$ cat src/rtl/ahb_debug_master.sv
// ahb_debug_master: byte-stream command parser that drives single-word AHB-Lite transfers.
// Latency: last command byte -> NONSEQ next cycle; data-phase completion -> first tx byte next cycle.
// rx has no backpressure (bytes outside the parse states are dropped); tx holds data until tx_ready.
// Optional inter-byte receive timeout: define DBG_RX_TIMEOUT_EN (TIMEOUT_CYCLES sets the limit).
module ahb_debug_master #(
  parameter int TIMEOUT_CYCLES = 4096
) (
  input  logic        HCLK,
  input  logic        HRESETn,
  output logic [31:0] HADDR,
  output logic [1:0]  HTRANS,
  output logic [2:0]  HSIZE,
  output logic [2:0]  HBURST,
  output logic [3:0]  HPROT,
  output logic        HWRITE,
  output logic [31:0] HWDATA,
  input  logic [31:0] HRDATA,
  input  logic        HREADY,
  input  logic        HRESP,
  input  logic [7:0]  rx_data,
  input  logic        rx_valid,
  output logic [7:0]  tx_data,
  output logic        tx_valid,
  input  logic        tx_ready,
  output logic        busy
);

  localparam logic [7:0] OP_WRITE      = 8'h57;
  localparam logic [7:0] OP_READ       = 8'h52;
  localparam logic [7:0] RSP_OK        = 8'h4B;
  localparam logic [7:0] RSP_ERR       = 8'h45;
  localparam logic [1:0] HTRANS_IDLE   = 2'b00;
  localparam logic [1:0] HTRANS_NONSEQ = 2'b10;

  typedef enum logic [2:0] {
    S_IDLE     = 3'd0,
    S_GET_ADDR = 3'd1,
    S_GET_DATA = 3'd2,
    S_BUS_ADDR = 3'd3,
    S_BUS_DATA = 3'd4,
    S_SEND     = 3'd5
  } state_t;

  state_t      r_state;
  logic        r_is_wr;     // latched opcode: 1 = write, 0 = read
  logic [1:0]  r_cnt;       // byte index within the address or data field
  logic [31:2] r_addr;      // word address; byte offset bits are never kept
  logic [31:0] r_wdata;
  logic [23:0] r_resp;      // read bytes still to be sent, next one in [7:0]
  logic [1:0]  r_left;      // response bytes remaining after the one on tx_data

  logic w_rx_is_op;
  logic w_last_byte;
  logic w_tmo_hit;

  assign HSIZE  = 3'b010;
  assign HBURST = 3'b000;
  assign HPROT  = 4'b0011;

  assign w_rx_is_op  = (rx_data == OP_WRITE) || (rx_data == OP_READ);
  assign w_last_byte = (r_cnt == 2'd3);

`ifdef DBG_RX_TIMEOUT_EN
  localparam int TMO_W = $clog2(TIMEOUT_CYCLES + 1);
  logic [TMO_W-1:0] r_tmo;
  assign w_tmo_hit = (r_tmo == TMO_W'(TIMEOUT_CYCLES - 1));
`else
  // Parameter is only meaningful with the timeout built in.
  logic [31:0] w_unused_tmo;
  assign w_unused_tmo = 32'(TIMEOUT_CYCLES);
  assign w_tmo_hit    = 1'b0;
`endif

  // Command parser, bus sequencer and response serializer in one registered FSM
  always_ff @(posedge HCLK or negedge HRESETn) begin
    if (!HRESETn) begin
      r_state  <= S_IDLE;
      r_is_wr  <= 1'b0;
      r_cnt    <= 2'd0;
      r_addr   <= '0;
      r_wdata  <= '0;
      r_resp   <= '0;
      r_left   <= 2'd0;
      HADDR    <= '0;
      HTRANS   <= HTRANS_IDLE;
      HWRITE   <= 1'b0;
      HWDATA   <= '0;
      tx_data  <= '0;
      tx_valid <= 1'b0;
      busy     <= 1'b0;
`ifdef DBG_RX_TIMEOUT_EN
      r_tmo    <= '0;
`endif
    end else begin
      case (r_state)
        S_IDLE: begin
          if (rx_valid && w_rx_is_op) begin
            r_is_wr <= (rx_data == OP_WRITE);
            r_cnt   <= 2'd0;
            busy    <= 1'b1;
            r_state <= S_GET_ADDR;
`ifdef DBG_RX_TIMEOUT_EN
            r_tmo   <= '0;
`endif
          end
        end

        S_GET_ADDR: begin
          if (rx_valid) begin
            case (r_cnt)
              2'd0:    r_addr[7:2]   <= rx_data[7:2];
              2'd1:    r_addr[15:8]  <= rx_data;
              2'd2:    r_addr[23:16] <= rx_data;
              default: r_addr[31:24] <= rx_data;
            endcase
            r_cnt <= r_cnt + 2'd1;
`ifdef DBG_RX_TIMEOUT_EN
            r_tmo <= '0;
`endif
            if (w_last_byte) begin
              if (r_is_wr) begin
                r_state <= S_GET_DATA;
              end else begin
                // A3 is on rx_data now; the address phase starts next cycle.
                HADDR   <= {rx_data, r_addr[23:2], 2'b00};
                HWRITE  <= 1'b0;
                HTRANS  <= HTRANS_NONSEQ;
                r_state <= S_BUS_ADDR;
              end
            end
          end else if (w_tmo_hit) begin
            busy    <= 1'b0;
            r_state <= S_IDLE;
          end else begin
`ifdef DBG_RX_TIMEOUT_EN
            r_tmo <= r_tmo + 1'b1;
`endif
          end
        end

        S_GET_DATA: begin
          if (rx_valid) begin
            r_wdata[{r_cnt, 3'b000} +: 8] <= rx_data;
            r_cnt <= r_cnt + 2'd1;
`ifdef DBG_RX_TIMEOUT_EN
            r_tmo <= '0;
`endif
            if (w_last_byte) begin
              HADDR   <= {r_addr, 2'b00};
              HWRITE  <= 1'b1;
              HTRANS  <= HTRANS_NONSEQ;
              r_state <= S_BUS_ADDR;
            end
          end else if (w_tmo_hit) begin
            busy    <= 1'b0;
            r_state <= S_IDLE;
          end else begin
`ifdef DBG_RX_TIMEOUT_EN
            r_tmo <= r_tmo + 1'b1;
`endif
          end
        end

        S_BUS_ADDR: begin
          // Address-phase signals stay put until the slave side accepts them.
          if (HREADY) begin
            HTRANS  <= HTRANS_IDLE;
            if (r_is_wr) begin
              HWDATA <= r_wdata;
            end
            r_state <= S_BUS_DATA;
          end
        end

        S_BUS_DATA: begin
          if (HREADY) begin
            tx_valid <= 1'b1;
            if (HRESP) begin
              tx_data <= RSP_ERR;
              r_left  <= 2'd0;
            end else if (r_is_wr) begin
              tx_data <= RSP_OK;
              r_left  <= 2'd0;
            end else begin
              tx_data <= HRDATA[7:0];
              r_resp  <= HRDATA[31:8];
              r_left  <= 2'd3;
            end
            r_state <= S_SEND;
          end
        end

        S_SEND: begin
          // tx_valid is high for the whole of this state.
          if (tx_ready) begin
            if (r_left == 2'd0) begin
              tx_valid <= 1'b0;
              busy     <= 1'b0;
              r_state  <= S_IDLE;
            end else begin
              tx_data <= r_resp[7:0];
              r_resp  <= {8'h00, r_resp[23:8]};
              r_left  <= r_left - 2'd1;
            end
          end
        end

        default: begin
          HTRANS   <= HTRANS_IDLE;
          tx_valid <= 1'b0;
          busy     <= 1'b0;
          r_state  <= S_IDLE;
        end
      endcase
    end
  end

endmodule

$ cat config.mk
export PLATFORM = sky130hd
export DESIGN_NAME = ahb_debug_master
export DESIGN_NICKNAME = d
export VERILOG_FILES = /design/src/rtl/ahb_debug_master.sv
export SDC_FILE = /design/constraint.sdc
export NUM_CORES = 1
export LEC_CHECK = 0
export BUFFER_PORTS_ARGS = -buffer_cell sky130_fd_sc_hd__buf_2
export CAP_MARGIN = 20
export CORE_AREA = 3 3 126 116
export CTS_CLUSTER_DIAMETER = 80
export DETAILED_ROUTE_END_ITERATION = 10
export DIE_AREA = 0 0 129 119
export GPL_TIMING_DRIVEN = 0
export PLACE_DENSITY = 0.79
export SYNTH_ARGS = -nofsm -noshare
export SYNTH_HDL_FRONTEND = slang
export SYNTH_SLANG_ARGS = --single-unit
$ cat constraint.sdc
create_clock -name HCLK -period 3.02 [get_ports HCLK]
set_input_delay 0.151 -clock HCLK [delete_from_list [all_inputs] [get_ports HCLK]]
set_output_delay 0.151 -clock HCLK [all_outputs]
set_load 0.01 [all_outputs]
==> impl_table.tex <==
\begin{tabular}{lr}
\hline
Metric & Value \\
\hline
\multicolumn{2}{l}{\textbf{Logic synthesis}} \\
\quad Count of flip-flops with a built-in enable after synthesis & 0 \\
\quad Most frequent cell after synthesis & sky130\_fd\_sc\_hd\_\_dfrtp\_1 \\
\quad Area share of the leading cell type in the synthesized netlist & 57.1\% \\
\quad Mean cell area of the mapped netlist & between 10 and 15 sq um \\
\quad Synthesis warning total & 0 \\
\quad Share of synthesized area occupied by flip-flops and latches & between 50\% and 60\% \\
\quad Dominant cell type by area after synthesis & sky130\_fd\_sc\_hd\_\_dfrtp\_1 \\
\quad Main flop type after synthesis & sky130\_fd\_sc\_hd\_\_dfrtp\_1 \\
\quad Post-synthesis async set-or-reset flop share & 100\% \\
\quad Top cells by area in the synthesized netlist & sky130\_fd\_sc\_hd\_\_dfrtp\_1, sky130\_fd\_sc\_hd\_\_mux2\_2, sky130\_fd\_sc\_hd\_\_nand2\_1, sky130\_fd\_sc\_hd\_\_mux2i\_1, sky130\_fd\_sc\_hd\_\_nand3\_1 \\
\quad Synth Cell Area & 7360 sq um \\
\quad Number of storage elements in the synthesis netlist & 168 \\
\quad Post-Synthesis Cells & 640 \\
\quad Top cells by count, synth & sky130\_fd\_sc\_hd\_\_dfrtp\_1, sky130\_fd\_sc\_hd\_\_nand2\_1, sky130\_fd\_sc\_hd\_\_mux2\_2 \\
\quad Distinct cells, synth & 56 \\
\multicolumn{2}{l}{\textbf{Final layout}} \\
\quad Fin cells & 977 \\
\quad Final core area utilization & 67.5\% \\
\quad Final-stage net count & 849 \\
\quad Proportion of layout cells with a drive suffix above 1 & between 30\% and 40\% \\
\quad Number of antenna repair diodes & 0 \\
\quad Synthesis-to-finish area growth & 22.1\% \\
\quad Fill count & 971 \\
\multicolumn{2}{l}{\textbf{Setup path}} \\
\quad Buffers plus inverters on the worst setup path & 1 \\
\quad Critical path required time & 3.37 ns \\
\quad Max stage delay on crit path & 0.77 ns \\
\quad Critical Path, Cell by Cell & inv\_1 > ha\_1 > nor3b\_1 > nand3\_1 > nand2\_1 \\
\quad Critical-path cell with the highest stage delay & sky130\_fd\_sc\_hd\_\_nor3b\_1 \\
\quad Crit path max-delay family & simple AND/OR/NAND/NOR gates \\
\quad Kind of launch point of the worst setup path & flop \\
\quad Start-to-end type of the worst setup path & flop to flop \\
\quad Critical path capture point type & flop \\
\quad Critical Path Fanout Max & 8 \\
\quad Data arrival time of the worst path & 2.65 ns \\
\multicolumn{2}{l}{\textbf{Timing}} \\
\quad Portion of the clock cycle consumed by the worst path in the final layout & 76.1\% \\
\quad Minimum clock period after layout & 2.30 ns \\
\quad Relative slew slack & 39.1\% \\
\quad Max Freq & 435 MHz \\
\quad Number of hold-slack violations in the final timing report & 0 \\
\quad Setup violators final & 0 \\
\quad Least-Margin Pin Slew & 0.912 ns \\
\quad Final-report max-slew violation count & 0 \\
\quad Final setup skew & 0.00526 ns \\
\quad RSZ-0062 raised after global routing & false \\
\quad Setup slack after layout & 0.721 ns \\
\quad Setup Total Neg Slack & 0 ns \\
\multicolumn{2}{l}{\textbf{Detailed routing}} \\
\quad DRC & 0 \\
\quad WL final & $\sim$17 mm \\
\quad Residual antenna-violating net count after detailed routing & 0 \\
\quad Violation count after the first detailed-route iteration & approximately 400 \\
\quad Amount of wire on met2 after detailed routing & 8.01 mm \\
\quad Total via count after detailed routing & 5380 \\
\quad Sum of met3 wire segment lengths after detailed routing & about 1.1 mm \\
\quad Detailed-route vias per instance & 5.51 \\
\quad First-pass iteration count of the detailed router & 5 \\
\quad Wire length per cell after detailed routing & 17.1 um \\
\quad Met1 Wirelength & approximately 7.4 mm \\
\quad Highest metal layer with signal wires & met4 \\
\multicolumn{2}{l}{\textbf{Power}} \\
\quad Switching Fraction & 31.6\% \\
\quad Power per unit of standard cell area & 916 nW/um\^{}2 \\
\quad Relative contribution of the clock network to total power & 29.6\% \\
\quad Share of power burned in registers & 42.0\% \\
\quad Combinational group share of total power & 28.4\% \\
\quad Leakage power & 4.55 nW \\
\quad Internal power consumption & 5.62 mW \\
\quad Net Switching & $\sim$2.6 mW \\
\quad Highest ir drop seen on vdd & 0.000554 V \\
\quad Overall power of the completed layout & $\sim$8 mW \\
\multicolumn{2}{l}{\textbf{Clocking}} \\
\quad Clk pin slew, worst setup/hold paths & 0.06 ns \\
\quad Clock tree from TritonCTS & built \\
\quad Clock buffer depth & 2 \\
\quad Deepest level of the CTS H-tree & 4 \\
\quad Number of gates given a new drive strength after cts & 0 \\
\quad Library cell used as clock root buffer & sky130\_fd\_sc\_hd\_\_clkbuf\_16 \\
\quad Worst-skew pair later-pin latency & around 0.42 ns \\
\quad Clock sink total & 168 \\
\quad Number of CTS-inserted buffers & 17 \\
\multicolumn{2}{l}{\textbf{Place}} \\
\quad Post-Place Worst Slack & 0.825 ns \\
\quad Half-perimeter wire length of the detailed placement result & 11.6 mm \\
\quad Count of buffers inserted at the top-level ports & 116 \\
\quad Cells after DPL & 936 \\
\quad Routability Congestion & 0.875 \\
\multicolumn{2}{l}{\textbf{Global routing}} \\
\quad Overall track demand over capacity in global routing & 22.7\% \\
\quad Global-route wire length before repair & 27.3 mm \\
\quad Number of antenna violations at the first check in global routing & 0 \\
\quad Largest net degree at the start of global routing & 108 \\
\quad Via count of the first global-routing pass & between 5000 and 6000 \\
\quad Total grt overflow & 0 \\
\multicolumn{2}{l}{\textbf{Floorplanning}} \\
\quad Num rows & 40 \\
\quad Area of the core & 13300 sq um \\
\quad Die X & 129 um \\
\quad Number of primary I/O pins & $\sim$130 \\
\quad Starting density of the core & a little under three fifths \\
\quad Die Outline Area & approximately 15000 sq um \\
\quad Y dimension of the die & 119 um \\
\multicolumn{2}{l}{\textbf{Worst hold path}} \\
\quad Type of the most critical hold path & input pin to flop \\
\multicolumn{2}{l}{\textbf{Status}} \\
\quad Status & completed \\
\multicolumn{2}{l}{\textbf{Job}} \\
\quad Max-Cap Viols & 0 \\
\hline
\end{tabular}
==> tightest hold or removal path, cell delays in order <==
cell                      delay, ns
sky130_fd_sc_hd__buf_2         0.08
sky130_fd_sc_hd__mux2i_1       0.05
sky130_fd_sc_hd__o21ai_0       0.12
==> power groups by stage <==
stage | clock network [mW] | logic [mW] | registers (mW)
6_report | 2.43 | 2.34 | 3.46
4_1_cts | 2.47 | 2.34 | 3.46
5_1_grt | 2.57 | 2.59 | 3.55
3_3_place_gp | 0 | 2.20 | 3.45
2_1_floorplan | 0 | 1.52 | 3.46
3_5_place_dp | 0 | 2.31 | 3.49
==> metal layers <==
metal / vias up / GRT usage (%)
met4: 0 / 5.97
met5: - / 0
met2: 189 / 35.6
met3: 16 / 6.77
met1: 2661 / 31.0
li1: 2514 / -
==> cell type report <==
cell class	instances	area, sq um	area share, %
repair buffers	126	704	7.84
flip-flops and latches	168	4200	46.8
inverters	10	37.5	0.418
multi-input cells	422	2860	31.8
plain buffers	51	299	3.33
clock inverters	12	221	2.47
clock buffers	20	447	4.97
well taps	168	210	2.34
==> cell families (layout without fill, tap and decap cells) <==
| logic type | Yosys count | after routing | share of synthesized area, % |
|---|---|---|---|
| simple gates | 209 | 209 | 13.2 |
| fa+ha+maj | 7 | 7 | 1.19 |
| mux | 111 | 111 | 16.6 |
| other cells | 2 | 13 | 0.102 |
| flops | 168 | 168 | 57.1 |
| compound gates | 80 | 80 | 7.06 |
| xor+xnor | 2 | 2 | 0.238 |
| buf+inv | 61 | 219 | 4.57 |
==> what timing repair did <==
item / 4_1_cts / 5_1_grt
hold buffers: 9 / 0
hold endpoints to repair: 69 / 0
buffers inserted: 0 / 0
==> path summary, 6_finish.rpt <==
check | startpoint | to | slack [ns] | cells after the start
worst max-delay path | r_cnt[0] | r_wdata[15] | 0.72 | 5
worst min-delay path | HRDATA[17] | r_resp[9] | 0.01 | 3
worst max register to register | r_cnt[0] | r_wdata[15] | 0.72 | 5
worst min register to register | r_wdata[1] | r_wdata[1] | 0.47 | 2
max in group asynchronous | HRESETn | r_resp[11] | 1.85 | 3
min in group asynchronous | HRESETn | r_wdata[3] | 0.27 | 2
==> sequential cells by signal (all words and copies together), names as in the netlist <==
signal / cells
HWRITE: 1
r_is_wr: 1
HWDATA: 32
tx_valid: 1
HADDR: 30
r_resp: 24
busy: 1
tx_data: 8
r_cnt: 2
r_left: 2
r_wdata: 32
r_state: 3
r_addr: 30
HTRANS: 1
==> metrics by stage <==
step / hold WS (ns) / cell area, sq um
final: 0.0146 / 8980
after global routing: 0.0154 / 8980
after CTS: 0.00481 / 8980
after detailed placement: 0.163 / 8230
after global placement: 0.396 / 8190
after floorplan: -0.145 / 7400
==> cell usage in the layout, fill, tap and decap left out, types with 4 or more instances in the layout <==
cell / synthesis / layout
sky130_fd_sc_hd__a21oi_1: 20 / 20
sky130_fd_sc_hd__buf_2: 11 / 126
sky130_fd_sc_hd__buf_4: 21 / 21
sky130_fd_sc_hd__bufinv_16: 0 / 6
sky130_fd_sc_hd__clkbuf_1: 15 / 17
sky130_fd_sc_hd__clkbuf_16: 0 / 17
sky130_fd_sc_hd__conb_1: 2 / 13
sky130_fd_sc_hd__dfrtp_1: 168 / 168
sky130_fd_sc_hd__dlygate4sd3_1: 0 / 9
sky130_fd_sc_hd__ha_1: 7 / 7
sky130_fd_sc_hd__inv_1: 10 / 10
sky130_fd_sc_hd__mux2_2: 86 / 86
sky130_fd_sc_hd__mux2i_1: 25 / 25
sky130_fd_sc_hd__nand2_1: 109 / 109
sky130_fd_sc_hd__nand2b_1: 4 / 4
sky130_fd_sc_hd__nand3_1: 35 / 35
sky130_fd_sc_hd__nor2_1: 28 / 28
sky130_fd_sc_hd__nor3_1: 5 / 5
sky130_fd_sc_hd__o21ai_0: 30 / 30
sky130_fd_sc_hd__o221ai_1: 4 / 4
No activity file was read; power rests on OpenSTA's default activity.
